### config.mk
export PLATFORM = sky130hd
export DESIGN_NAME = lsu_ctrl
export DESIGN_NICKNAME = d
export VERILOG_FILES = /design/src/rtl/lsu_ctrl_pkg.sv /design/src/rtl/lsu_ctrl_align.sv /design/src/rtl/lsu_ctrl.sv
export SDC_FILE = /design/constraint.sdc
export NUM_CORES = 1
export LEC_CHECK = 0
export ABC_AREA = 1
export CORE_MARGIN = 4
export CORE_UTILIZATION = 40
export CTS_CLUSTER_SIZE = 8
export DETAILED_ROUTE_END_ITERATION = 6
export PLACE_DENSITY = 0.73
export SYNTH_ARGS = -nofsm -noshare
export SYNTH_HDL_FRONTEND = slang
export SYNTH_SLANG_ARGS = --single-unit
### constraint.sdc
create_clock -name i_clk -period 3.9 [get_ports i_clk]
set_input_delay 0.585 -clock i_clk [delete_from_list [all_inputs] [get_ports i_clk]]
set_output_delay 0.585 -clock i_clk [all_outputs]
set_load 0.02 [all_outputs]
### src/rtl/lsu_ctrl_pkg.sv
// Shared LSU definitions: default data width, funct3 size codes, FSM states, legality rule.
package lsu_ctrl_pkg;

   localparam int CPU_WIDTH = 32;

   localparam logic [2:0] F3_B  = 3'b000;
   localparam logic [2:0] F3_H  = 3'b001;
   localparam logic [2:0] F3_W  = 3'b010;
   localparam logic [2:0] F3_BU = 3'b100;
   localparam logic [2:0] F3_HU = 3'b101;

   typedef enum logic [1:0] {
      S_IDLE = 2'd0,
      S_REQ  = 2'd1,
      S_WAIT = 2'd2,
      S_RESP = 2'd3
   } state_e;

   // Stores have no unsigned variants, so any funct3[2] store is illegal.
   function automatic logic access_legal(input logic [2:0] funct3,
                                         input logic       store,
                                         input logic [1:0] addr_lo);
      logic ok;
      case (funct3)
         F3_B, F3_BU: ok = 1'b1;
         F3_H, F3_HU: ok = ~addr_lo[0];
         F3_W:        ok = (addr_lo == 2'b00);
         default:     ok = 1'b0;
      endcase
      return ok & ~(store & funct3[2]);
   endfunction

endpackage

### src/rtl/lsu_ctrl_align.sv
// Byte-lane steering for the LSU: store mask/data shift and load lane extraction/extension.
// Purely combinational, no handshake.
module lsu_align
   import lsu_ctrl_pkg::*;
#(
   parameter int XLEN = CPU_WIDTH
) (
   input  logic [2:0]      funct3_i,
   input  logic [1:0]      addr_lo_i,
   input  logic            we_i,
   input  logic [XLEN-1:0] wdata_i,
   input  logic [XLEN-1:0] rdata_i,
   output logic [3:0]      wmask_o,
   output logic [XLEN-1:0] wdata_o,
   output logic [XLEN-1:0] ldata_o
);

   logic [4:0]      shamt;
   logic [XLEN-1:0] lane;

   always_comb begin
      shamt   = {addr_lo_i, 3'b000};
      wdata_o = wdata_i << shamt;
      lane    = rdata_i >> shamt;

      wmask_o = 4'b0000;
      if (we_i) begin
         case (funct3_i[1:0])
            2'b00:   wmask_o = 4'b0001 << addr_lo_i;
            2'b01:   wmask_o = 4'b0011 << addr_lo_i;
            default: wmask_o = 4'b1111;
         endcase
      end

      case (funct3_i)
         F3_B:    ldata_o = {{(XLEN-8){lane[7]}}, lane[7:0]};
         F3_H:    ldata_o = {{(XLEN-16){lane[15]}}, lane[15:0]};
         F3_BU:   ldata_o = {{(XLEN-8){1'b0}}, lane[7:0]};
         F3_HU:   ldata_o = {{(XLEN-16){1'b0}}, lane[15:0]};
         default: ldata_o = lane;
      endcase
   end

endmodule

### src/rtl/lsu_ctrl.sv
// Load/store unit controller: one outstanding bus access, illegal/misaligned requests answered locally.
// Latency accept N -> resp N+3 minimum (N+1 for local errors); stalls on gnt, rvalid (bounded by TIMEOUT) and resp_ready.
module lsu_ctrl
   import lsu_ctrl_pkg::*;
#(
   parameter int TIMEOUT = 255,
   parameter int XLEN    = CPU_WIDTH
) (
   input  logic            i_clk,
   input  logic            i_rst,
   input  logic            i_req_valid,
   output logic            o_req_ready,
   input  logic            i_rden,
   input  logic            i_wren,
   input  logic [XLEN-1:0] i_addr,
   input  logic [XLEN-1:0] i_wdata,
   input  logic [2:0]      i_funct3,
   input  logic [4:0]      i_rd,
   output logic            o_bus_req,
   output logic            o_bus_we,
   output logic [XLEN-1:0] o_bus_addr,
   output logic [XLEN-1:0] o_bus_wdata,
   output logic [3:0]      o_bus_wmask,
   input  logic            i_bus_gnt,
   input  logic            i_bus_rvalid,
   input  logic [XLEN-1:0] i_bus_rdata,
   output logic            o_resp_valid,
   input  logic            i_resp_ready,
   output logic [XLEN-1:0] o_rdata,
   output logic [4:0]      o_rd,
   output logic            o_err
);

   localparam int            CW      = $clog2(TIMEOUT + 1);
   localparam logic [CW-1:0] TO_LAST = CW'(TIMEOUT - 1);

   state_e            state_q, state_d;
   logic              rden_q, rden_d, wren_q, wren_d;
   logic [XLEN-1:0]   addr_q, addr_d, wdata_q, wdata_d;
   logic [2:0]        funct3_q, funct3_d;
   logic [4:0]        rd_q, rd_d;
   logic [CW-1:0]     cnt_q, cnt_d;
   logic [XLEN-1:0]   rdata_q, rdata_d;
   logic              err_q, err_d;

   logic              req_go;
   logic              timeout_hit;
   logic [3:0]        al_wmask;
   logic [XLEN-1:0]   al_wdata, al_ldata;

   lsu_align #(.XLEN(XLEN)) u_align (
      .funct3_i  (funct3_q),
      .addr_lo_i (addr_q[1:0]),
      .we_i      (wren_q),
      .wdata_i   (wdata_q),
      .rdata_i   (i_bus_rdata),
      .wmask_o   (al_wmask),
      .wdata_o   (al_wdata),
      .ldata_o   (al_ldata)
   );

   assign req_go      = (i_rden | i_wren) & access_legal(i_funct3, i_wren, i_addr[1:0]);
   assign timeout_hit = (cnt_q == TO_LAST);

   always_ff @(posedge i_clk or posedge i_rst) begin
      if (i_rst) state_q <= S_IDLE;
      else       state_q <= state_d;
   end

   always_comb begin
      state_d = state_q;
      case (state_q)
         S_IDLE: if (i_req_valid) state_d = req_go ? S_REQ : S_RESP;
         S_REQ:  if (i_bus_gnt) state_d = S_WAIT;
         S_WAIT: if (i_bus_rvalid || timeout_hit) state_d = S_RESP;
         S_RESP: if (i_resp_ready) state_d = S_IDLE;
         default: state_d = S_IDLE;
      endcase
   end

   always_comb begin
      o_req_ready  = (state_q == S_IDLE);
      o_bus_req    = (state_q == S_REQ);
      o_bus_we     = o_bus_req & wren_q;
      o_bus_addr   = o_bus_req ? {addr_q[XLEN-1:2], 2'b00} : '0;
      o_bus_wdata  = o_bus_req ? al_wdata : '0;
      o_bus_wmask  = o_bus_req ? al_wmask : 4'b0000;
      o_resp_valid = (state_q == S_RESP);
      o_rdata      = rdata_q;
      o_rd         = rd_q;
      o_err        = err_q;
   end

   always_comb begin
      rden_d   = rden_q;
      wren_d   = wren_q;
      addr_d   = addr_q;
      wdata_d  = wdata_q;
      funct3_d = funct3_q;
      rd_d     = rd_q;
      cnt_d    = cnt_q;
      rdata_d  = rdata_q;
      err_d    = err_q;
      case (state_q)
         S_IDLE: if (i_req_valid) begin
            rden_d   = i_rden;
            wren_d   = i_wren;
            addr_d   = i_addr;
            wdata_d  = i_wdata;
            funct3_d = i_funct3;
            rd_d     = i_rd;
            rdata_d  = '0;
            err_d    = (i_rden | i_wren) & ~req_go;
         end
         S_REQ: if (i_bus_gnt) cnt_d = '0;
         S_WAIT: begin
            if (i_bus_rvalid) begin
               rdata_d = wren_q ? '0 : al_ldata;
               err_d   = 1'b0;
            end else if (timeout_hit) begin
               rdata_d = '0;
               err_d   = 1'b1;
            end else begin
               cnt_d = cnt_q + CW'(1);
            end
         end
         default: ;
      endcase
   end

   always_ff @(posedge i_clk or posedge i_rst) begin
      if (i_rst) begin
         rden_q   <= 1'b0;
         wren_q   <= 1'b0;
         addr_q   <= '0;
         wdata_q  <= '0;
         funct3_q <= 3'b000;
         rd_q     <= 5'd0;
         cnt_q    <= '0;
         rdata_q  <= '0;
         err_q    <= 1'b0;
      end else begin
         rden_q   <= rden_d;
         wren_q   <= wren_d;
         addr_q   <= addr_d;
         wdata_q  <= wdata_d;
         funct3_q <= funct3_d;
         rd_q     <= rd_d;
         cnt_q    <= cnt_d;
         rdata_q  <= rdata_d;
         err_q    <= err_d;
      end
   end

endmodule

==> impl_metrics.tcl <==
set metrics [dict create \
    cts-root-buf "clkbuf_16" \
    layout.nets 1120 \
    ys_ff_latch 116 \
    cp-end-kind "output pin" \
    rsz0062_at_grt "false" \
    cts_buffers 17 \
    core_um2 15370 \
    period_minus_slack_ns 3.468 \
    viasPerCell 4.829 \
    ant_nets 0 \
    avgSynthCellArea_um2 7.930 \
    ioPinCount 222 \
    ff2ff_setup_slack_ns 1.73 \
    cts_sinks 116 \
    postCtsSetupBuffers 0 \
    drt-wirelength-per-cell_um 14.98 \
    hold_ws_ns 0.4729 \
    ys_seq_area_share_pct 45.64 \
    setup_tns_ns 0 \
    hold-path-endpoint "o_rdata[24]" \
    cts_tree "done" \
    ff_latch_area_um2 2904 \
    fmax_ghz 0.2883 \
    grt_pass1_wl_um 29730 \
    crit_type "reg -> out" \
    core.rowCount 45 \
    drt_first_iter_violations 280 \
    worst_clock_skew_ns 0.007916 \
    postSynth.asyncResetShare_pct 100.0 \
    final_cell_mix "nand2_1 (277), clkdlybuf4s50_1 (219), dfrtp_1 (115), inv_1 (75), mux2_2 (53)" \
    yosysUniqueCellTypes 30 \
    floorplan.initialDensity_pct 41.38 \
    die_h_um 134.1 \
    routed_wl_um 18370 \
    hold_depth 2 \
    synth_cells 802 \
    grt-ovfl-total 0 \
    drt_first_pass_iters 5 \
    worstHoldStart "o_rdata[24]" \
    hp-class "reg -> reg" \
    grt_pass1_vias 5764 \
    vias 5920 \
    r2r-end "wdata_q[0]" \
    worstPathArrival_ns 2.88 \
    worst_slack_ns 0.4317 \
    n_fill_cell 1416 \
    setup_viol 0 \
    synth_edf_count 0 \
    maxCapViolCount 0 \
    post_cts_resize_count 0 \
    cts_hold_buffers 0 \
    route.detailed.drc 0 \
    power_density_nw_per_um2 821.3 \
    hold_viol_final 0 \
    status "completed" \
    final_common_cell "nand2_1" \
    yosys_warnings 0 \
    die_area_um2 17980 \
    cts_max_level 4 \
    die_w_um 134.1 \
    portBuffers 219 \
    p_leak_nw 4.509 \
    clk_pin_slew_ns 0.06 \
    critPathRequiredTime_ns 3.31 \
    cts_buffer_depth 2 \
    syn_area_um2 6360 \
    layout-drive-gt1-share_pct 12.22 \
    yosys_most_used_dff "dfrtp_1" \
    grt_usage_pct 20.75 \
    gp_congestion 0.8617 \
    grt_max_degree 93 \
    crit_path_start_kind "flop" \
    relSlewSlack_pct 28.03 \
    antenna_found_initial 0 \
    antenna_cells 0 \
    clk_latency_ns 0.41 \
    place_ws_ns 0.8586 \
    syn_to_final_growth_pct 44.70 \
    reg2reg_from "state_q[0]" \
    reg2reg_depth 4 \
    multi_input_comb_area_um2 2920 \
    fin_crit_sh_pct 88.93 \
    tightest_slew_ns 1.077 \
    ir_drop_mv 0.4362 \
    maxSlewViolCount 0 \
    dpl.hpwl_um 13120 \
    cp_max_fo 34 \
]
==> kinds of logic (layout without fill, tap and decap cells) <==
kind of cell | Yosys count | in the layout | share of synthesized area (%)
simple gates | 384 | 384 | 25.48
buf+inv | 128 | 340 | 8.617
flops | 116 | 116 | 45.64
fa+ha+maj | 6 | 6 | 1.180
xor+xnor | 4 | 4 | 0.5508
mux | 54 | 54 | 9.542
other cells | 1 | 2 | 0.05896
compound gates | 109 | 109 | 8.932
==> cells in the mapped netlist, types with 5 or more instances <==
cell type | n | area, um^2
o21ai_1 | 9 | 45.04
buf_4 | 6 | 45.04
nand3_1 | 31 | 155.2
clkbuf_1 | 13 | 48.80
buf_2 | 24 | 120.1
o21ai_0 | 50 | 250.2
dfrtp_1 | 116 | 2903
nor2_1 | 48 | 180.2
nand2_1 | 278 | 1044
mux2_2 | 53 | 596.8
inv_1 | 76 | 285.3
nor2_2 | 15 | 93.84
a21oi_1 | 33 | 165.2
inv_2 | 5 | 18.77
ha_1 | 6 | 75.07
o22ai_1 | 16 | 100.1
==> stage by stage <==
step / cells / power (W) / area, um^2 / utilization (%)
after floorplan: 803 / 0.004630 / 6364 / -
after global placement: 1194 / 0.006086 / 8647 / 56.26
after detailed placement: 1194 / 0.006133 / 8647 / 56.26
after CTS: 1226 / 0.007635 / 9203 / 59.87
after global routing: 1226 / 0.008125 / 9203 / 59.87
final: 1226 / 0.007558 / 9203 / 59.87
==> report_power, final <==
group,switching [W],internal (W),leakage [nW],total [W]
Sequential,0.000325,0.00176,1.43,0.00209
Combinational,0.00233,0.00168,2.82,0.00401
Clock,0.000569,0.000894,0.260,0.00146
Total,0.00322,0.00434,4.51,0.00756
==> layout make-up <==
class                           count  share of cell area [%]
Inverter                           81                   3.331
Tap cell                          211                   2.869
Timing Repair Buffer              227                   24.47
Multi-Input combinational cell    559                   31.73
Clock inverter                     11                   1.142
Clock buffer                       21                   4.895
Sequential cell                   116                   31.56
==> layer usage <==
layer	global-route usage, %	vias to the layer above	part of all wire, %
met4	7.919	0	2.3
met5	0	-	0
li1	-	2939	-
met2	33.24	224	47
met1	26.45	2726	42
met3	6.452	31	8.3
==> registers in the layout, indices dropped and copies added (netlist names) <==
name	flops
wdata_q	32
funct3_q	3
cnt_q	8
addr_q	32
wren_q	1
o_rdata	32
state_q	2
o_err	1
o_rd	5
==> how the worst max path moves through the flow <==
stage                     startpoint               to  slack [ns]  depth (start not counted)
after floorplan                i_rst        addr_q[0]        0.24                          1
after global placement    state_q[1]  o_bus_wdata[20]        0.93                          6
after detailed placement  state_q[1]  o_bus_wdata[21]        0.86                          6
after CTS                 state_q[1]  o_bus_wdata[22]        0.40                          6
after global routing      state_q[1]  o_bus_wdata[16]        0.20                          6
final                     state_q[1]  o_bus_wdata[22]        0.43                          6
==> worst max-delay path, stage by stage, from the launching register on <==
cell	delay [ns]
dfrtp_1	0.41
inv_1	0.09
ha_1	0.16
buf_4	0.33
nand2_1	0.48
o22ai_1	0.33
clkdlybuf4s50_1	0.66
Note: power is estimated with default switching activity, not from simulation.
